`src/rtl/lcd_ctrl_pkg.sv`:
```
// lcd_ctrl_pkg: command codes, RGB565 geometry and serial frame shape shared by the LCD controller
package lcd_ctrl_pkg;
   localparam logic [7:0] CMD_NOP     = 8'h00;
   localparam logic [7:0] CMD_SWRESET = 8'h01;
   localparam logic [7:0] CMD_DISPOFF = 8'h28;
   localparam logic [7:0] CMD_DISPON  = 8'h29;
   localparam logic [7:0] CMD_RAMWR   = 8'h2C;
   localparam int RGB_R_W   = 5;
   localparam int RGB_G_W   = 6;
   localparam int RGB_B_W   = 5;
   localparam int PIXEL_W   = RGB_R_W + RGB_G_W + RGB_B_W;
   localparam int FRAME_LEN = 9;
   typedef enum logic [1:0] {RX_CMD, RX_PIX_HI, RX_PIX_LO} rx_state_t;
endpackage

```
`src/rtl/cdc_sync_bit.sv`:
```
// cdc_sync_bit: multi-flop synchroniser for one asynchronous bit with a selectable reset value
module cdc_sync_bit #(
   parameter int   DEPTH   = 2,
   parameter logic RST_VAL = 1'b0
) (
   input  logic i_clk,
   input  logic i_rst,
   input  logic i_d,
   output logic o_q
);
   logic [DEPTH-1:0] chain;
   always_ff @(posedge i_clk)
      if (i_rst) chain <= {DEPTH{RST_VAL}};
      else       chain <= {chain[DEPTH-2:0], i_d};
   assign o_q = chain[DEPTH-1];
endmodule

```
`src/rtl/spi_lcd_frame_rx.sv`:
```
// spi_lcd_frame_rx: 3-line 9-bit SPI slave splitting frames into command bytes and RGB565 pixels
module spi_lcd_frame_rx
   import lcd_ctrl_pkg::*;
#(
   parameter int         SYNC_STAGES = 2,
   parameter logic [7:0] CMD_RAMWR   = lcd_ctrl_pkg::CMD_RAMWR
) (
   input  logic               i_clk,
   input  logic               i_rst,
   input  logic               i_spi_clk,
   input  logic               i_spi_cs,
   input  logic               i_spi_mosi,
   output logic [7:0]         o_inst_data,
   output logic               o_inst_en_pls,
   output logic [PIXEL_W-1:0] o_pixel_data,
   output logic               o_pixel_en_pls,
   output logic               o_frame_err_pls
);
   localparam logic [3:0] LAST_BIT = 4'(FRAME_LEN - 1);
   logic sck_s, cs_s, mosi_s, sck_d, cs_d;
   logic sck_rise, cs_rise, cs_fall, bit_en, done, err_stb;
   logic inst_stb, pix_stb, hi_ld;
   logic [3:0] bit_cnt;
   logic [7:0] shift_reg, hi_byte;
   logic [8:0] frame;
   rx_state_t state, state_nx;
   // reset values idle the bus (SCK low, CS high) so leaving reset never fakes an edge
   cdc_sync_bit #(.DEPTH(SYNC_STAGES), .RST_VAL(1'b0)) u_sync_sck (
      .i_clk(i_clk), .i_rst(i_rst), .i_d(i_spi_clk), .o_q(sck_s));
   cdc_sync_bit #(.DEPTH(SYNC_STAGES), .RST_VAL(1'b1)) u_sync_cs (
      .i_clk(i_clk), .i_rst(i_rst), .i_d(i_spi_cs), .o_q(cs_s));
   cdc_sync_bit #(.DEPTH(SYNC_STAGES), .RST_VAL(1'b0)) u_sync_mosi (
      .i_clk(i_clk), .i_rst(i_rst), .i_d(i_spi_mosi), .o_q(mosi_s));
   assign sck_rise = sck_s & ~sck_d;
   assign cs_rise  = cs_s & ~cs_d;
   assign cs_fall  = ~cs_s & cs_d;
   assign bit_en   = sck_rise & ~cs_s;
   assign frame    = {shift_reg, mosi_s};
   assign done     = bit_en && bit_cnt == LAST_BIT;
   assign err_stb  = cs_rise && bit_cnt != 4'd0;
   always_comb begin
      state_nx = state;
      inst_stb = 1'b0;
      pix_stb  = 1'b0;
      hi_ld    = 1'b0;
      if (done) begin
         if (!frame[8]) begin
            inst_stb = 1'b1;
            state_nx = frame[7:0] == CMD_RAMWR ? RX_PIX_HI : RX_CMD;
         end else if (state == RX_PIX_HI) begin
            hi_ld    = 1'b1;
            state_nx = RX_PIX_LO;
         end else if (state == RX_PIX_LO) begin
            pix_stb  = 1'b1;
            state_nx = RX_PIX_HI;
         end
      end
   end
   always_ff @(posedge i_clk) begin
      if (i_rst) begin
         state           <= RX_CMD;
         sck_d           <= 1'b0;
         cs_d            <= 1'b1;
         bit_cnt         <= 4'd0;
         shift_reg       <= 8'd0;
         hi_byte         <= 8'd0;
         o_inst_data     <= 8'd0;
         o_inst_en_pls   <= 1'b0;
         o_pixel_data    <= '0;
         o_pixel_en_pls  <= 1'b0;
         o_frame_err_pls <= 1'b0;
      end else begin
         state           <= state_nx;
         sck_d           <= sck_s;
         cs_d            <= cs_s;
         o_inst_en_pls   <= inst_stb;
         o_pixel_en_pls  <= pix_stb;
         o_frame_err_pls <= err_stb;
         if (inst_stb) o_inst_data <= frame[7:0];
         if (pix_stb)  o_pixel_data <= {hi_byte, frame[7:0]};
         if (hi_ld)    hi_byte <= frame[7:0];
         // a CS edge in the same cycle as an SCK edge drops that bit
         if (cs_fall || cs_rise) bit_cnt <= 4'd0;
         else if (bit_en) begin
            shift_reg <= frame[7:0];
            bit_cnt   <= bit_cnt == LAST_BIT ? 4'd0 : bit_cnt + 4'd1;
         end
      end
   end
endmodule

```
`config.mk`:
```
export PLATFORM = sky130hd
export DESIGN_NAME = spi_lcd_frame_rx
export DESIGN_NICKNAME = d
export VERILOG_FILES = /design/src/rtl/lcd_ctrl_pkg.sv /design/src/rtl/cdc_sync_bit.sv /design/src/rtl/spi_lcd_frame_rx.sv
export SDC_FILE = /design/constraint.sdc
export NUM_CORES = 1
export LEC_CHECK = 0
export ABC_AREA = 1
export CAP_MARGIN = 20
export CORE_MARGIN = 4
export CORE_UTILIZATION = 40
export DETAILED_ROUTE_END_ITERATION = 10
export SETUP_SLACK_MARGIN = 0.02
export SYNTH_ARGS = -nofsm -noshare
export SYNTH_HDL_FRONTEND = slang
export SYNTH_SLANG_ARGS = --single-unit
```
`constraint.sdc`:
```
create_clock -name i_clk -period 1.6 [get_ports i_clk]
set_input_delay 0.32 -clock i_clk [delete_from_list [all_inputs] [get_ports i_clk]]
set_output_delay 0.32 -clock i_clk [all_outputs]
set_load 0.01 [all_outputs]
```
# Word-level counts from Yosys, hierarchy flattened
# Index checks and enable logic that the tools add are counted.
# op_classes
magnitude_cmp	0
multipliers	0
n_eq_ne	5
mux	14
shifts	0
add_sub_neg	1
n_div	0
reduce_logical	7
bitwise	8
# ops
operator	n
$mux W1	10
$eq A8 B6 Y1 const B	1
$mux W2	3
$add A4 B1 Y4 const B	1
$and A1 B1 Y1	4
$eq A4 B4 Y1 const B	1
$mux W4	1
$not A1 Y1	4
$reduce_and A2 Y1	2
$reduce_bool A4 Y1	1
$ne A3 B1 Y1 const B	1
$eq A2 B1 Y1 const B	1
$eq A2 B2 Y1 const B	1
$logic_and A1 B1 Y1	2
$reduce_or A2 Y1	1
$logic_or A1 B1 Y1	1
# word_totals
latchBits	0
inputBits	5
mem_count	0
romBits	0
mem_bits_rw	0
regBits	57

# Logic depth before layout (Yosys ltp)
# Gate-level depths: netlist of run 1.
# depth
depth_word	5
depth_mapped	8
ltp_nobuf	8

# Cells and area by module
# From an unflattened synthesis of run 1, not the netlist that was laid out.
# unflattened
cells_unflattened	273
hier_area_um2	2182.1
# by_module_without_submodules
module	area_per_inst_um2	cells_each	instances	seq_area_each_um2
spi_lcd_frame_rx	2013.2	254	1	1021.0
cdc_sync_bit (u_sync_mosi ...)	55.1	6	2	40.0
cdc_sync_bit (u_sync_cs)	58.8	7	1	40.0

# Worst setup path after synthesis of run 1
# Ideal clock, no wire load.
# synth_path
path_kind	register to register
start	register bit_cnt[0]
end	register o_pixel_data[10]
arrival_time_ps	1244
path_stages_with_launch	9
t_required_ps	1468
n_path_buf	1
setup_slack_ps	224
period_less_slack_ps	1376
path_cell_list	dfxtp_1 > inv_1 > ha_1 > nand3_2 > nor2_8 > nand2_2 > buf_2 > nand2_1 > a21oi_1
# synth_between
elab_chain_len	3
# synth_rtl
item	line_no	rtl
start: declaration	spi_lcd_frame_rx.sv:23	logic [3:0] bit_cnt;
start signal: assignment	spi_lcd_frame_rx.sv:86	bit_cnt <= bit_cnt == LAST_BIT ? 4'd0 : bit_cnt + 4'd1;
$eq A4 B4 Y1	spi_lcd_frame_rx.sv:39	assign done = bit_en && bit_cnt == LAST_BIT;
$logic_and A1 B1 Y1	spi_lcd_frame_rx.sv:39	
$mux W1	spi_lcd_frame_rx.sv:46	if (done) begin
end signal: assignment	spi_lcd_frame_rx.sv:80	if (pix_stb) o_pixel_data <= {hi_byte, frame[7:0]};
end: declaration	spi_lcd_frame_rx.sv:15	output logic [PIXEL_W-1:0] o_pixel_data,
# No other way between the ends.
# A chain may end at the register's enable or synchronous reset.

# Worst setup path after layout of run 1
# layout_path
start	register o_inst_data[0]
end	output port o_inst_data[0]
# layout_rtl
item	line_no	rtl
start: declaration	spi_lcd_frame_rx.sv:13	output logic [7:0] o_inst_data,
start signal: assignment	spi_lcd_frame_rx.sv:79	if (inst_stb) o_inst_data <= frame[7:0];
# No word-level cell between the ends.

==> run_results.csv, run 1 <==
group,metric,value,unit
outcome,status,"completed",
sta,fmax,661,MHz
drt,drt-total-wl,4.76,mm
critical_path,end_kind,"output pin",
sta,drv_slew,0,
floorplanning,fp.dieH,82.2,um
logic_synthesis,synth_top_family_by_area,"simple AND/OR/NAND/NOR gates",
placement,dp_hpwl,3.20,mm
cells_and_area,largest_register_ffs,16,
sta,skew,0.00823,ns
drt,drt-pass1-iter-count,4,
critical_path,path_cells,"clkdlybuf4s50_1",
cts,cts_root_buf,"clkbuf_8",
critical_path,path_max_fanout,2,
cells_and_area,antenna_cells,0,
cells_and_area,ff_latch_area,1140,um^2
logic_synthesis,synthAdderAreaFrac,0.0171,
logic_synthesis,synth-compound-area-share,0.0916,
sta,layout_min_cycle_time,1.51,ns
critical_path,cp_num_buf_inv,1,
cts,ctsHoldBuffers,0,
job,cap_violations,0,
logic_synthesis,ys_top_cells_by_area,"dfxtp_1 52%, nand2_1 8.4%, nor2_1 8.0%, nand3_1 7.7%, a21oi_1 6.4%",
power_and_ir_drop,p_leak,1.14,nW
cells_and_area,multiInputGateArea,932,um^2
logic_synthesis,syn_nets,288,
logic_synthesis,synth-simple-area-share,0.301,
drt,wl_per_cell,12.1,um
floorplanning,ios,32,
cells_and_area,drive_gt1_frac,0.109,
drt,vias,1851,
logic_synthesis,yosysWarnings,0,
sta,setup-violations-final,0,
floorplanning,die_w,82.2,um
cts,insertion_delay,0.33,ns
critical_path,crit_arrival,1.19,ns
cts,cts_buffer_depth,2,
drt,ant_nets,0,
drt,post-route-drc-count,0,
cts,cts_buffers,9,
critical_path,critPathLaunchType,"register",
cells_and_area,final_area,2810,um^2
cts,clk_pin_slew,0.06,ns
logic_synthesis,synth_top_area_cell,"dfxtp_1",
critical_path,slowest_stage,"clkdlybuf4s50_1",
power_and_ir_drop,peakVddDrop,0.000463,V
grt,globalRouteOverflowTotal,0,
cts,cts_tree,"done",
cells_and_area,syn_to_final_growth,27.6,%
drt,vias_per_cell,4.72,
logic_synthesis,synthCells,280,
logic_synthesis,synth_most_common_cell,"dfxtp_1",
logic_synthesis,seq_area_frac_synth,0.519,
floorplanning,initial_core_util,0.423,
logic_synthesis,synth_edf_count,0,
grt,grt_pass1_vias,1721,
critical_path,path_delay_family,"buffers and inverters",
power_and_ir_drop,powerDensity,944,nW/um^2
cts,h-tree-depth,3,
sta,rsz0062_at_grt,"false",
power_and_ir_drop,p_total,2.65,mW
grt,grt_max_degree,21,
logic_synthesis,synth.distinct_cells,21,
cells_and_area,fillers,512,
floorplanning,core,5200,um^2
floorplanning,num_rows,26,
logic_synthesis,syn_area,2200,um^2
grt,antenna_found_initial,0,
floorplanning,dieArea,6750,um^2
logic_synthesis,synthMuxAreaShare,0,
drt,drt_iter0_drc,67,
cts,cts.sinks,57,
min_path,min_path_type,"reg2reg",
sta,tightest_slew,0.573,ns
logic_synthesis,async_flop_share,0,
logic_synthesis,avgSynthCellArea,7.86,um^2
sta,hold_viol,0,
placement,gp_congestion,0.807,
critical_path,slowest_delay,0.54,ns
logic_synthesis,synthFlopType,"dfxtp_1",
logic_synthesis,synth_xor_area_frac,0,
sta,maxSlewHeadroom,0.618,
critical_path,cp.required,1.28,ns
cells_and_area,fin_nets,327,
logic_synthesis,synth-seq-cells,57,
logic_synthesis,synth_top_cell_area_share,0.519,
critical_path,critPathKind,"reg2out",
sta,tns,0,ns
cells_and_area,max_flop_register,"o_pixel_data",
grt,track_usage,0.157,
logic_synthesis,synth_common_cells,"57 x dfxtp_1, 49 x nand2_1, 47 x nor2_1",
placement,dpl_cell_area,2610,um^2
grt,grt_pass1_wl,7.92,mm
placement,io_buffers,31,
sta,fin_crit_sh,0.945,
[per-layer routing]
layer	wire, um	track usage	up-vias
li1	-	-	972
met1	2360	0.201	824
met2	2080	0.236	37
met3	160	0.0358	18
met4	161	0.103	0
met5	0	0	-
[area by class of cell]
type | count | area share
repair buffers | 39 | 0.139
clock buffers | 14 | 0.0580
well taps | 70 | 0.0312
multi-input cells | 187 | 0.332
flip-flops and latches | 57 | 0.407
inverters | 25 | 0.0334
[final timing paths]
kind / slack (ns) / cells after the start / startpoint / end
max: 0.09 / 1 / o_inst_data[0]$_SDFFE_PP0P_ / o_inst_data[0]
min: 0.40 / 2 / u_sync_mosi.chain[0]$_SDFF_PP0_ / u_sync_mosi.chain[1]$_SDFF_PP0_
max reg2reg: 0.14 / 8 / bit_cnt[0]$_SDFFE_PP0P_ / o_inst_data[0]$_SDFFE_PP0P_
min reg2reg: 0.40 / 2 / u_sync_mosi.chain[0]$_SDFF_PP0_ / u_sync_mosi.chain[1]$_SDFF_PP0_
[stage by stage]
| step | instances | hold WS (ns) | worst slack (ns) | util |
|---|---|---|---|---|
| after detailed placement | 377 | 0.394 | 0.0303 | 0.501 |
| after floorplan | 280 | 0.388 | 0.224 | - |
| final | 392 | 0.402 | 0.0874 | 0.539 |
| after global placement | 377 | 0.391 | 0.0574 | 0.501 |
| after CTS | 391 | 0.406 | 0.0374 | 0.533 |
| after global routing | 392 | 0.417 | 0.0192 | 0.539 |
[power by group]
part,switching (mW),internal [mW]
logic,0.0430,0.0283
registers,0.00881,1.43
clock network,0.507,0.631
total,0.559,2.09
[placed cells by master (no fill, tap or decap), drive strengths merged, types with 2 or more instances in the layout]
cell           instances
clkdlybuf4s50         30
or2                    2
a21oi                 28
dfxtp                 57
nand2                 51
ha                     3
clkbuf                14
inv                   25
nand3b                 3
nor2                  52
o21ai                 11
buf                    8
nand3                 36
[kinds of logic after synthesis]
logic type	count (synthesis)
compound gates	40
fa+ha+maj	3
simple gates	143
flops	57
buf+inv	37
[repair_timing]
item                       CTS  global route
buffers inserted             0             0
cloned                       0             1
setup endpoints to repair    1            27
gates resized for setup      1             5
pin swaps                    0             1
Power figures use the tool's default switching activity.
==> run 2, diff against run 1 <==
--- a/config.mk
+++ b/config.mk
@@ -10,6 +10,8 @@
 export CORE_MARGIN = 4
 export CORE_UTILIZATION = 40
 export DETAILED_ROUTE_END_ITERATION = 10
+export HOLD_SLACK_MARGIN = 0.15
+export MAX_ROUTING_LAYER = met4
 export SETUP_SLACK_MARGIN = 0.02
 export SYNTH_ARGS = -nofsm -noshare
 export SYNTH_HDL_FRONTEND = slang
==> run 2 against run 1 <==
Combinational power about the same. Largest cell class unchanged. Cell count stayed put. Core utilization did not move. Global-route usage grew 0.51 points. Setup slack barely moved. Clock skew barely moved. Die area is the same. Power about the same. Maximum frequency barely moved. Wire length about the same. Critical endpoint unchanged. Register-to-register slack barely moved.
==> run_results.csv, run 2 (same netlist as run 1, synthesis figures left out) <==
group,metric,value,unit
outcome,status,"completed",
cells_and_area,fillers,512,
critical_path,critPathLaunchType,"register",
power_and_ir_drop,powerDensity,944,nW/um^2
floorplanning,ios,32,
drt,wl_per_cell,12.1,um
cts,postCtsSetupBuffers,0,
drt,vias,1848,
floorplanning,dieArea,6750,um^2
placement,gp_congestion,0.818,
cts,ctsHoldBuffers,0,
sta,hold_viol,0,
cells_and_area,drive_gt1_frac,0.109,
sta,tightest_slew,0.573,ns
floorplanning,num_rows,26,
sta,whs,0.402,ns
drt,drt-pass1-iter-count,4,
cts,cts.sinks,57,
grt,globalRouteOverflowTotal,0,
critical_path,path_cells,"clkdlybuf4s50_1",
floorplanning,fp.dieH,82.2,um
sta,setup_slack,0.0871,ns
sta,drv_slew,0,
cells_and_area,largest_register_ffs,16,
cts,cts_tree,"done",
cts,clk_pin_slew,0.06,ns
cells_and_area,layout_commonest_cell,"dfxtp_1",
critical_path,critPathKind,"reg2out",
cts,cts_buffer_depth,2,
cells_and_area,multiInputGateArea,932,um^2
sta,setup-violations-final,0,
critical_path,cp_num_buf_inv,1,
sta,tns,0,ns
power_and_ir_drop,peakVddDrop,0.000463,V
cts,insertion_delay,0.33,ns
critical_path,crit_arrival,1.19,ns
cells_and_area,final_area,2810,um^2
placement,pre_cts_slack,0.0303,ns
sta,maxSlewHeadroom,0.618,
sta,skew,0.00820,ns
power_and_ir_drop,p_leak,1.14,nW
critical_path,path_max_fanout,2,
critical_path,slowest_stage,"clkdlybuf4s50_1",
cells_and_area,final_cell_mix,"57 x dfxtp_1, 49 x nand2_1, 47 x nor2_1, 34 x nand3_1, 30 x clkdlybuf4s50_1",
job,cap_violations,0,
placement,io_buffers,31,
cells_and_area,syn_to_final_growth,27.6,%
grt,antenna_found_initial,0,
sta,rsz0062_at_grt,"false",
critical_path,cp.required,1.28,ns
drt,drt_iter0_drc,67,
cts,h-tree-depth,3,
placement,dp_hpwl,3.20,mm
critical_path,end_kind,"output pin",
cts,cts_buffers,9,
sta,layout_min_cycle_time,1.51,ns
power_and_ir_drop,p_total,2.65,mW
drt,ant_nets,0,
placement,dpl_cell_area,2610,um^2
grt,grt_pass1_wl,7.94,mm
grt,grt_pass1_vias,1719,
cells_and_area,ff_latch_area,1140,um^2
sta,fmax,661,MHz
grt,grt_max_degree,21,
drt,vias_per_cell,4.71,
critical_path,path_delay_family,"buffers and inverters",
cells_and_area,max_flop_register,"o_pixel_data",
cts,cts_root_buf,"clkbuf_8",
sta,fin_crit_sh,0.946,
cells_and_area,antenna_cells,0,
min_path,min_path_type,"reg2reg",
floorplanning,initial_core_util,0.423,
grt,track_usage,0.162,
floorplanning,core,5200,um^2
critical_path,slowest_delay,0.54,ns
drt,drt-total-wl,4.76,mm
drt,post-route-drc-count,0,
floorplanning,die_w,82.2,um
cells_and_area,fin_nets,327,
run 2: final timing paths:
kind | start | to | slack, ns | cells after the start
setup / recovery | o_inst_data[0]$_SDFFE_PP0P_ | o_inst_data[0] | 0.09 | 1
hold / removal | u_sync_mosi.chain[0]$_SDFF_PP0_ | u_sync_mosi.chain[1]$_SDFF_PP0_ | 0.40 | 2
setup reg to reg | bit_cnt[0]$_SDFFE_PP0P_ | o_inst_data[0]$_SDFFE_PP0P_ | 0.14 | 8
hold reg to reg | u_sync_mosi.chain[0]$_SDFF_PP0_ | u_sync_mosi.chain[1]$_SDFF_PP0_ | 0.40 | 2
run 2: where the power goes:
part           internal [mW]  switching [mW]
Combinational         0.0283          0.0430
Clock                  0.631           0.507
Sequential              1.43         0.00879
Total                   2.09           0.559
run 2: worst min-delay path, stage by stage (launching register included):
cell and delay [ns]:
dfxtp_1 0.29, inv_1 0.04, nor2_1 0.03
run 2: metal layers:
metal,GRT usage,share of wire
met3,0.0390,0.034
met1,0.201,0.49
met5,-,0
met2,0.236,0.44
met4,0.103,0.034
run 2: area by class of cell:
| type | instances | share of cell area |
|---|---|---|
| clock buffer | 14 | 0.0580 |
| inverter | 25 | 0.0334 |
| multi-input combinational | 187 | 0.332 |
| tap | 70 | 0.0312 |
| sequential | 57 | 0.407 |
| timing repair buffer | 39 | 0.139 |
run 2: metrics by stage:
stage,cells,utilization
floorplan,280,-
global placement,377,0.501
detailed placement,377,0.501
CTS,391,0.533
global route,392,0.539
finish,392,0.539
run 2: repair_timing:
item	in CTS	in global routing
endpoints found under the setup margin	1	27
gates resized for setup	1	5
cloned	0	1
pin swaps	0	1
